[src/rtl/johnson_decoder_if.sv]
// Johnson decoder sample/status bundle: the master drives the code, the slave (decoder)
// returns the registered decode and health flags.
interface johnson_decoder_if #(
  parameter int N     = 4,
  parameter int IDX_W = 3
);
  logic [N-1:0]     johnson_in;
  logic             sample_en;
  logic             clr_err;
  logic [IDX_W-1:0] index;
  logic             valid;
  logic             illegal;
  logic             seq_err;
  logic             dir;
  logic             locked;
  logic [7:0]       err_count;

  modport master (
    output johnson_in, sample_en, clr_err,
    input  index, valid, illegal, seq_err, dir, locked, err_count
  );

  modport slave (
    input  johnson_in, sample_en, clr_err,
    output index, valid, illegal, seq_err, dir, locked, err_count
  );
endinterface

[src/rtl/johnson_decoder.sv]
// Johnson code decoder and health monitor: decodes to a state index, classifies each step
// against the previous index and tracks lock.
//
// state       | meaning
// UNLOCKED    | no reference index; next legal code only seeds prev
// ACQUIRE     | counting consecutive good steps towards LOCK_CNT
// LOCKED      | tracking; ERR_LIMIT consecutive errors drop back to UNLOCKED
module johnson_decoder #(
  parameter int N         = 4,
  parameter int IDX_W     = 3,
  parameter int LOCK_CNT  = 4,
  parameter int ERR_LIMIT = 3
) (
  input logic              clk,
  input logic              reset,
  johnson_decoder_if.slave bus
);

  localparam int TWO_N = 2 * N;
  localparam int GW    = $clog2(LOCK_CNT + 1);
  localparam int EW    = $clog2(ERR_LIMIT + 1);
  localparam logic [IDX_W-1:0] LAST_IDX = IDX_W'(TWO_N - 1);
  localparam logic [GW-1:0]    GOOD_TOP = GW'(LOCK_CNT - 1);
  localparam logic [EW-1:0]    ERR_TOP  = EW'(ERR_LIMIT - 1);

  typedef enum logic [1:0] {
    ST_UNLOCKED = 2'd0,
    ST_ACQUIRE  = 2'd1,
    ST_LOCKED   = 2'd2
  } state_t;

  state_t           r_state, w_state_nxt;
  logic [GW-1:0]    r_good_cnt, w_good_nxt;
  logic [EW-1:0]    r_err_run, w_err_run_nxt;

  logic [IDX_W-1:0] r_index, w_index_nxt;
  logic             r_valid, w_valid_nxt;
  logic             r_illegal, w_illegal_nxt;
  logic             r_seq_err, w_seq_err_nxt;
  logic             r_dir, w_dir_nxt;
  logic             r_locked, w_locked_nxt;
  logic [7:0]       r_err_count, w_err_count_nxt;

  logic             w_legal;
  logic [IDX_W-1:0] w_idx;
  logic [IDX_W-1:0] w_p_inc, w_p_dec;
  logic             w_fwd, w_bwd, w_stall;
  logic             w_ill_ev, w_seq_ev, w_good_ev;

  // Code for index k: k ones from the MSB for k<=N, otherwise (k-N) zeros then ones.
  function automatic logic [N-1:0] code_of(input int k);
    logic [N-1:0] c;
    c = '0;
    for (int m = 0; m < N; m++) begin
      if (k <= N) c[N-1-m] = (m < k);
      else        c[N-1-m] = (m >= k - N);
    end
    return c;
  endfunction

  always_comb begin
    w_legal = 1'b0;
    w_idx   = '0;
    for (int k = 0; k < TWO_N; k++) begin
      if (bus.johnson_in == code_of(k)) begin
        w_legal = 1'b1;
        w_idx   = k[IDX_W-1:0];
      end
    end
  end

  // r_index doubles as the previous index: both update only on legal codes.
  assign w_p_inc = (r_index == LAST_IDX) ? '0 : r_index + 1'b1;
  assign w_p_dec = (r_index == '0) ? LAST_IDX : r_index - 1'b1;
  assign w_fwd   = (w_idx == w_p_inc);
  assign w_bwd   = (w_idx == w_p_dec);
  assign w_stall = (w_idx == r_index);

  assign w_ill_ev  = bus.sample_en & ~w_legal;
  assign w_seq_ev  = bus.sample_en & w_legal & (r_state != ST_UNLOCKED) & ~(w_fwd | w_bwd | w_stall);
  assign w_good_ev = bus.sample_en & w_legal & (r_state != ST_UNLOCKED) & (w_fwd | w_bwd);

  always_ff @(posedge clk) begin
    if (!reset) begin
      r_state    <= ST_UNLOCKED;
      r_good_cnt <= '0;
      r_err_run  <= '0;
    end else begin
      r_state    <= w_state_nxt;
      r_good_cnt <= w_good_nxt;
      r_err_run  <= w_err_run_nxt;
    end
  end

  always_comb begin
    w_state_nxt   = r_state;
    w_good_nxt    = r_good_cnt;
    w_err_run_nxt = r_err_run;
    if (bus.sample_en) begin
      case (r_state)
        ST_UNLOCKED: begin
          if (w_legal) begin
            w_state_nxt   = ST_ACQUIRE;
            w_good_nxt    = '0;
            w_err_run_nxt = '0;
          end
        end
        ST_ACQUIRE: begin
          if (w_ill_ev) begin
            w_state_nxt = ST_UNLOCKED;
            w_good_nxt  = '0;
          end else if (w_seq_ev) begin
            w_good_nxt = '0;
          end else if (w_good_ev) begin
            if (r_good_cnt == GOOD_TOP) begin
              w_state_nxt   = ST_LOCKED;
              w_good_nxt    = '0;
              w_err_run_nxt = '0;
            end else begin
              w_good_nxt = r_good_cnt + 1'b1;
            end
          end
        end
        ST_LOCKED: begin
          if (w_ill_ev || w_seq_ev) begin
            if (r_err_run == ERR_TOP) begin
              w_state_nxt   = ST_UNLOCKED;
              w_err_run_nxt = '0;
            end else begin
              w_err_run_nxt = r_err_run + 1'b1;
            end
          end else begin
            w_err_run_nxt = '0;
          end
        end
        default: begin
          w_state_nxt   = ST_UNLOCKED;
          w_good_nxt    = '0;
          w_err_run_nxt = '0;
        end
      endcase
    end
  end

  always_comb begin
    w_valid_nxt   = bus.sample_en;
    w_illegal_nxt = w_ill_ev;
    w_seq_err_nxt = w_seq_ev;
    w_index_nxt   = (bus.sample_en && w_legal) ? w_idx : r_index;
    w_dir_nxt     = w_good_ev ? ~w_fwd : r_dir;
    w_locked_nxt  = (w_state_nxt == ST_LOCKED);
    w_err_count_nxt = r_err_count;
    if (bus.clr_err)
      w_err_count_nxt = '0;
    else if ((w_ill_ev || w_seq_ev) && (r_err_count != 8'hFF))
      w_err_count_nxt = r_err_count + 8'd1;
  end

  always_ff @(posedge clk) begin
    if (!reset) begin
      r_index     <= '0;
      r_valid     <= 1'b0;
      r_illegal   <= 1'b0;
      r_seq_err   <= 1'b0;
      r_dir       <= 1'b0;
      r_locked    <= 1'b0;
      r_err_count <= '0;
    end else begin
      r_index     <= w_index_nxt;
      r_valid     <= w_valid_nxt;
      r_illegal   <= w_illegal_nxt;
      r_seq_err   <= w_seq_err_nxt;
      r_dir       <= w_dir_nxt;
      r_locked    <= w_locked_nxt;
      r_err_count <= w_err_count_nxt;
    end
  end

  assign bus.index     = r_index;
  assign bus.valid     = r_valid;
  assign bus.illegal   = r_illegal;
  assign bus.seq_err   = r_seq_err;
  assign bus.dir       = r_dir;
  assign bus.locked    = r_locked;
  assign bus.err_count = r_err_count;

endmodule

[src/flat_wrapper.sv]
// flat-port wrapper written by rule: the top's interface ports become plain ports
module johnson_decoder_flat 
#(
  parameter int N         = 4,
  parameter int IDX_W     = 3,
  parameter int LOCK_CNT  = 4,
  parameter int ERR_LIMIT = 3
)
  (clk, reset, bus_johnson_in, bus_sample_en, bus_clr_err, bus_index, bus_valid, bus_illegal, bus_seq_err, bus_dir, bus_locked, bus_err_count);
  johnson_decoder_if #(.N(N), .IDX_W(IDX_W)) bus_i ();
  input logic clk;
  input logic reset;
  input wire logic [$bits(bus_i.johnson_in)-1:0] bus_johnson_in;
  input wire logic [$bits(bus_i.sample_en)-1:0] bus_sample_en;
  input wire logic [$bits(bus_i.clr_err)-1:0] bus_clr_err;
  output wire logic [$bits(bus_i.index)-1:0] bus_index;
  output wire logic [$bits(bus_i.valid)-1:0] bus_valid;
  output wire logic [$bits(bus_i.illegal)-1:0] bus_illegal;
  output wire logic [$bits(bus_i.seq_err)-1:0] bus_seq_err;
  output wire logic [$bits(bus_i.dir)-1:0] bus_dir;
  output wire logic [$bits(bus_i.locked)-1:0] bus_locked;
  output wire logic [$bits(bus_i.err_count)-1:0] bus_err_count;
  assign bus_i.johnson_in = bus_johnson_in;
  assign bus_i.sample_en = bus_sample_en;
  assign bus_i.clr_err = bus_clr_err;
  assign bus_index = bus_i.index;
  assign bus_valid = bus_i.valid;
  assign bus_illegal = bus_i.illegal;
  assign bus_seq_err = bus_i.seq_err;
  assign bus_dir = bus_i.dir;
  assign bus_locked = bus_i.locked;
  assign bus_err_count = bus_i.err_count;
  johnson_decoder #(.N(N), .IDX_W(IDX_W), .LOCK_CNT(LOCK_CNT), .ERR_LIMIT(ERR_LIMIT)) u_core (.clk(clk), .reset(reset), .bus(bus_i));
endmodule
[config.mk]
export PLATFORM = sky130hd
export DESIGN_NAME = johnson_decoder_flat
export DESIGN_NICKNAME = d
export VERILOG_FILES = /design/src/rtl/johnson_decoder_if.sv /design/src/rtl/johnson_decoder.sv /design/src/flat_wrapper.sv
export SDC_FILE = /design/constraint.sdc
export NUM_CORES = 1
export LEC_CHECK = 0
export ABC_AREA = 1
export CAP_MARGIN = 5
export CORE_MARGIN = 5
export CORE_UTILIZATION = 42
export DETAILED_ROUTE_END_ITERATION = 10
export MAX_ROUTING_LAYER = met4
export PLACE_DENSITY_LB_ADDON = 0.3
export SLEW_MARGIN = 10
export SYNTH_ARGS = -nofsm -noshare
export SYNTH_HDL_FRONTEND = slang
export SYNTH_SLANG_ARGS = --single-unit
[constraint.sdc]
create_clock -name clk -period 2.6 [get_ports clk]
set_clock_uncertainty 0.1 [all_clocks]
set_input_delay 0.52 -clock clk [delete_from_list [all_inputs] [get_ports clk]]
set_output_delay 0.52 -clock clk [all_outputs]
set_load 0.02 [all_outputs]
==> implementation parameters, run 1 <==
Parameter                              Value

Finish
  Fraction of layout cells with a size suffix above 1    roughly 15%
  Count of placed standard cells in the final layout, fillers left out    between 300 and 400
  Total of fill cells in the finished design    around 370
  Final Instance Area    0.00197 mm^2
  Final core utilization    a little over half
  Total number of nets in the final design    293
  Antenna Diode Count    0
  Layout area overhead    29.0%

Yosys
  Number of different library cells in the post-synthesis netlist    26
  Number of warnings reported in the yosys synthesis log    0
  Sequential cell area fraction in the yosys report    a little under a third
  Synth Register Bits    23
  Nets in the synthesized netlist    253
  Mean cell area of the mapped netlist    ~6.4 um^2
  Number of instances in the synthesized netlist    239
  Cell area after synthesis    0.00153 mm^2

CTS
  Total number of clock tree sinks    23
  Buffer cell driving the clock tree root    sky130_fd_sc_hd__clkbuf_8
  TritonCTS clock tree    yes
  CTS hold repair buffers    0
  Maximum clock insertion buffer count    2
  # H-tree levels    1
  Clock slew at the register clock pins of the worst setup and hold paths    80 ps
  Inserted Clock Buffers    3
  Source-to-sink clock delay at the later pin of the worst-skew pair    about 260 ps

Drt
  Post-detailed-route DRC marker count    0
  Total length of routed wires    ~3.2 mm
  Wire length per cell after detailed routing    a little under 10 um
  Vias after detailed routing    1568
  Count of antenna-violating nets left after detailed routing    0
  DR iter-0 viols    75
  Number of iterations in the first detailed-routing pass    4
  Avg Vias per Cell    just under 5

Timing
  Number of failing hold endpoints at the final stage    0
  Final TNS setup    0 ps
  Period utilisation layout    86.3%
  Peak clock frequency supported by timing    about 450 MHz
  Final slew viol count    0
  Number of setup violations in the final report    0
  Max-Slew Margin vs Limit    between 70 and 80%
  RSZ-0062 raised after global routing    no
  Slew at the pin closest to its max-slew limit    363 ps
  Final min period    2240 ps

Setup path
  Worst path buffer plus inverter count    4
  Required time at the worst-slack endpoint    around 2700 ps
  Largest stage delay on the critical path    approximately 400 ps
  Start of the worst register-to-register path    u_core.bus.index[1]$_SDFFE_PN0P_
  Element type at the critical path end    flip-flop
  CP startpoint kind    flip-flop
  Series of cell instances along the critical path    inv_1, ha_1, inv_1, nor2_1, inv_1, nand2_1, nand2_1, nor2_1, nand3_1, nand2_2, nand2_1, inv_1, nand4_1, nand2_1, nand2_1, a21oi_1
  Cell repeated most along the worst path    sky130_fd_sc_hd__nand2_1
  Critical Path AT    about 2300 ps
  Slowest stage cell, crit path    sky130_fd_sc_hd__dfxtp_1
  Startpoint of the worst setup timing path    u_core.bus.index[1]$_SDFFE_PN0P_
  Worst path top cell family by delay    simple AND/OR/NAND/NOR gates
  Kind of critical path    reg -> reg
  Max FO, Critical Path    4

Place
  HPWL after detailed placement    ~2.6 mm
  Post-DP Area    between 0.0015 and 0.002 mm^2
  Number of buffers inserted by port buffering    23
  Placed cells    between 300 and 400
  RePlAce Congestion    0.858

Pwr
  Static Leakage    approximately 0.94 nW
  Final total power    0.794 mW
  Worst IR Drop VDD    210 uV
  Power per unit of standard cell area    402 mW/mm^2

GRT
  Overflow left after global routing    0
  Maximum number of pins on one net before global-route repair    13
  Global-route usage over all layers    between 10 and 15%
  Global-route wire length before repair    roughly 5.7 mm
  Initial antenna violation count    0
  Number of global-route vias before repair    between 1k and 1.5k

Floorplan
  Top-level port count    24
  Horizontal die dimension    ~70 um
  Core area    0.00361 mm^2
  Die H    between 70 and 80 um
  Die Outline Area    around 0.0050 mm^2
  Initial Utilization    around 42%
  Row cnt    22

Flow run
  Number of max-cap violations    0

Outcome
  Outcome    complete, no violations

Hold path
  Beginning of the worst hold path    u_core.r_good_cnt[1]$_SDFFE_PN0P_
  Path type of the worst min-delay path    reg -> reg
-- cell families (layout without fill, tap and decap cells) --
logic type,Yosys count,count (layout),share of synthesized area (%)
AO/OA/AOI/OAI,31,31,11.3
XOR/XNOR,4,4,2.29
adder cells (fa/ha/maj),6,6,4.91
buffers and inverters,40,79,10.4
flip-flops,23,23,30.1
AND/OR/NAND/NOR,135,135,41.0
-- routing by layer --
metal | GRT usage [%] | wire length [um]
met1 | 18.9 | 1650
met2 | 20.8 | 1380
met3 | 2.88 | 157
met4 | 4.47 | 46
met5 | - | 0
-- final timing paths --
kind / slack (ps) / end / cells after the start
hold / removal: 390 / u_core.r_good_cnt[1]$_SDFFE_PN0P_ / 2
setup reg to reg: 360 / u_core.r_state[1]$_SDFF_PN0_ / 16
setup / recovery: 360 / u_core.r_state[1]$_SDFF_PN0_ / 16
hold reg to reg: 390 / u_core.r_good_cnt[1]$_SDFFE_PN0P_ / 2
-- per-stage QoR --
step,worst slack (ps),hold WS [ps]
6_report,356,395
2_1_floorplan,373,353
5_1_grt,21.3,413
4_1_cts,141,400
3_3_place_gp,-108,369
3_5_place_dp,-137,385
-- cell usage after synthesis --
master,count,share of area (%)
sky130_fd_sc_hd__a21oi_1,18,5.9
sky130_fd_sc_hd__ha_1,6,4.9
sky130_fd_sc_hd__clkinv_1,1,0.25
sky130_fd_sc_hd__inv_2,1,0.25
sky130_fd_sc_hd__clkinv_2,1,0.33
sky130_fd_sc_hd__nand2_4,5,3.7
sky130_fd_sc_hd__inv_1,35,8.6
sky130_fd_sc_hd__nand2_2,3,1.2
sky130_fd_sc_hd__o21ai_1,4,1.3
sky130_fd_sc_hd__nor3_2,2,1.3
sky130_fd_sc_hd__o21ai_4,1,1.1
sky130_fd_sc_hd__nor2_4,2,1.5
sky130_fd_sc_hd__nand4_1,7,2.9
sky130_fd_sc_hd__buf_6,1,0.74
sky130_fd_sc_hd__xnor2_1,1,0.57
sky130_fd_sc_hd__nand3_1,18,5.9
sky130_fd_sc_hd__nor2_2,2,0.82
sky130_fd_sc_hd__xor2_1,3,1.7
sky130_fd_sc_hd__nor3_1,3,0.98
sky130_fd_sc_hd__clkbuf_1,1,0.25
sky130_fd_sc_hd__nor2_1,38,9.3
sky130_fd_sc_hd__dfxtp_1,23,30
sky130_fd_sc_hd__nand2_1,55,13
sky130_fd_sc_hd__o21ai_0,6,2.0
sky130_fd_sc_hd__o21bai_1,1,0.49
sky130_fd_sc_hd__o21ai_2,1,0.57
-- tightest hold or removal path, cell delays in order, from the launching register on --
cell	delay, ps
sky130_fd_sc_hd__dfxtp_1	330
sky130_fd_sc_hd__nor2_1	50
sky130_fd_sc_hd__nor2_1	80
-- final cells by class --
class | count | area [um^2] | area share, %
Clock buffer | 4 | 45.0 | 2.28
Tap cell | 48 | 60.1 | 3.04
Inverter | 38 | 144 | 7.29
Sequential cell | 23 | 462 | 23.4
Multi-Input combinational cell | 176 | 918 | 46.5
Timing Repair Buffer | 37 | 345 | 17.5
-- report_power, final --
group          internal, mW  leakage (nW)  switching [mW]
Clock                 0.109        0.0228           0.105
Combinational        0.0865         0.729           0.121
Sequential            0.363         0.187         0.00974
-- registers in the layout, summed over array words and instances (netlist names) --
signal	cells
u_core.r_err_run	2
u_core.bus.locked	1
u_core.bus.illegal	1
u_core.bus.seq_err	1
u_core.r_good_cnt	3
u_core.bus.valid	1
u_core.bus.err_count	8
u_core.r_state	2
u_core.bus.index	3
u_core.bus.dir	1
-- cell usage in the layout, fill, tap and decap left out, types with 4 or more instances in the layout --
master                            Yosys  final
sky130_fd_sc_hd__nand2_2              3      5
sky130_fd_sc_hd__o21ai_1              4      4
sky130_fd_sc_hd__o21ai_0              6      6
sky130_fd_sc_hd__dlymetal6s2s_1       0      4
sky130_fd_sc_hd__buf_4                0     14
sky130_fd_sc_hd__ha_1                 6      6
sky130_fd_sc_hd__dfxtp_1             23     22
sky130_fd_sc_hd__nand2_4              5      5
sky130_fd_sc_hd__nand2_1             55     53
sky130_fd_sc_hd__nand4_1              7      7
sky130_fd_sc_hd__clkdlybuf4s50_1      0     19
sky130_fd_sc_hd__nand3_1             18     18
sky130_fd_sc_hd__nor2_1              38     37
sky130_fd_sc_hd__inv_1               35     34
sky130_fd_sc_hd__a21oi_1             18     18
-- timing repair --
action,4_1_cts,5_1_grt
buffers inserted,0,1
setup endpoints to repair,0,7
gates resized for setup,0,10
No activity file was read; power rests on OpenSTA's default activity.
==> inputs of run 2 (changes only) <==
- CAP_MARGIN: 5 -> unset
- HOLD_SLACK_MARGIN: unset -> 0.02
==> results of run 2 <==
No change in the layout: final DEF, timing and power equal those of run 1.
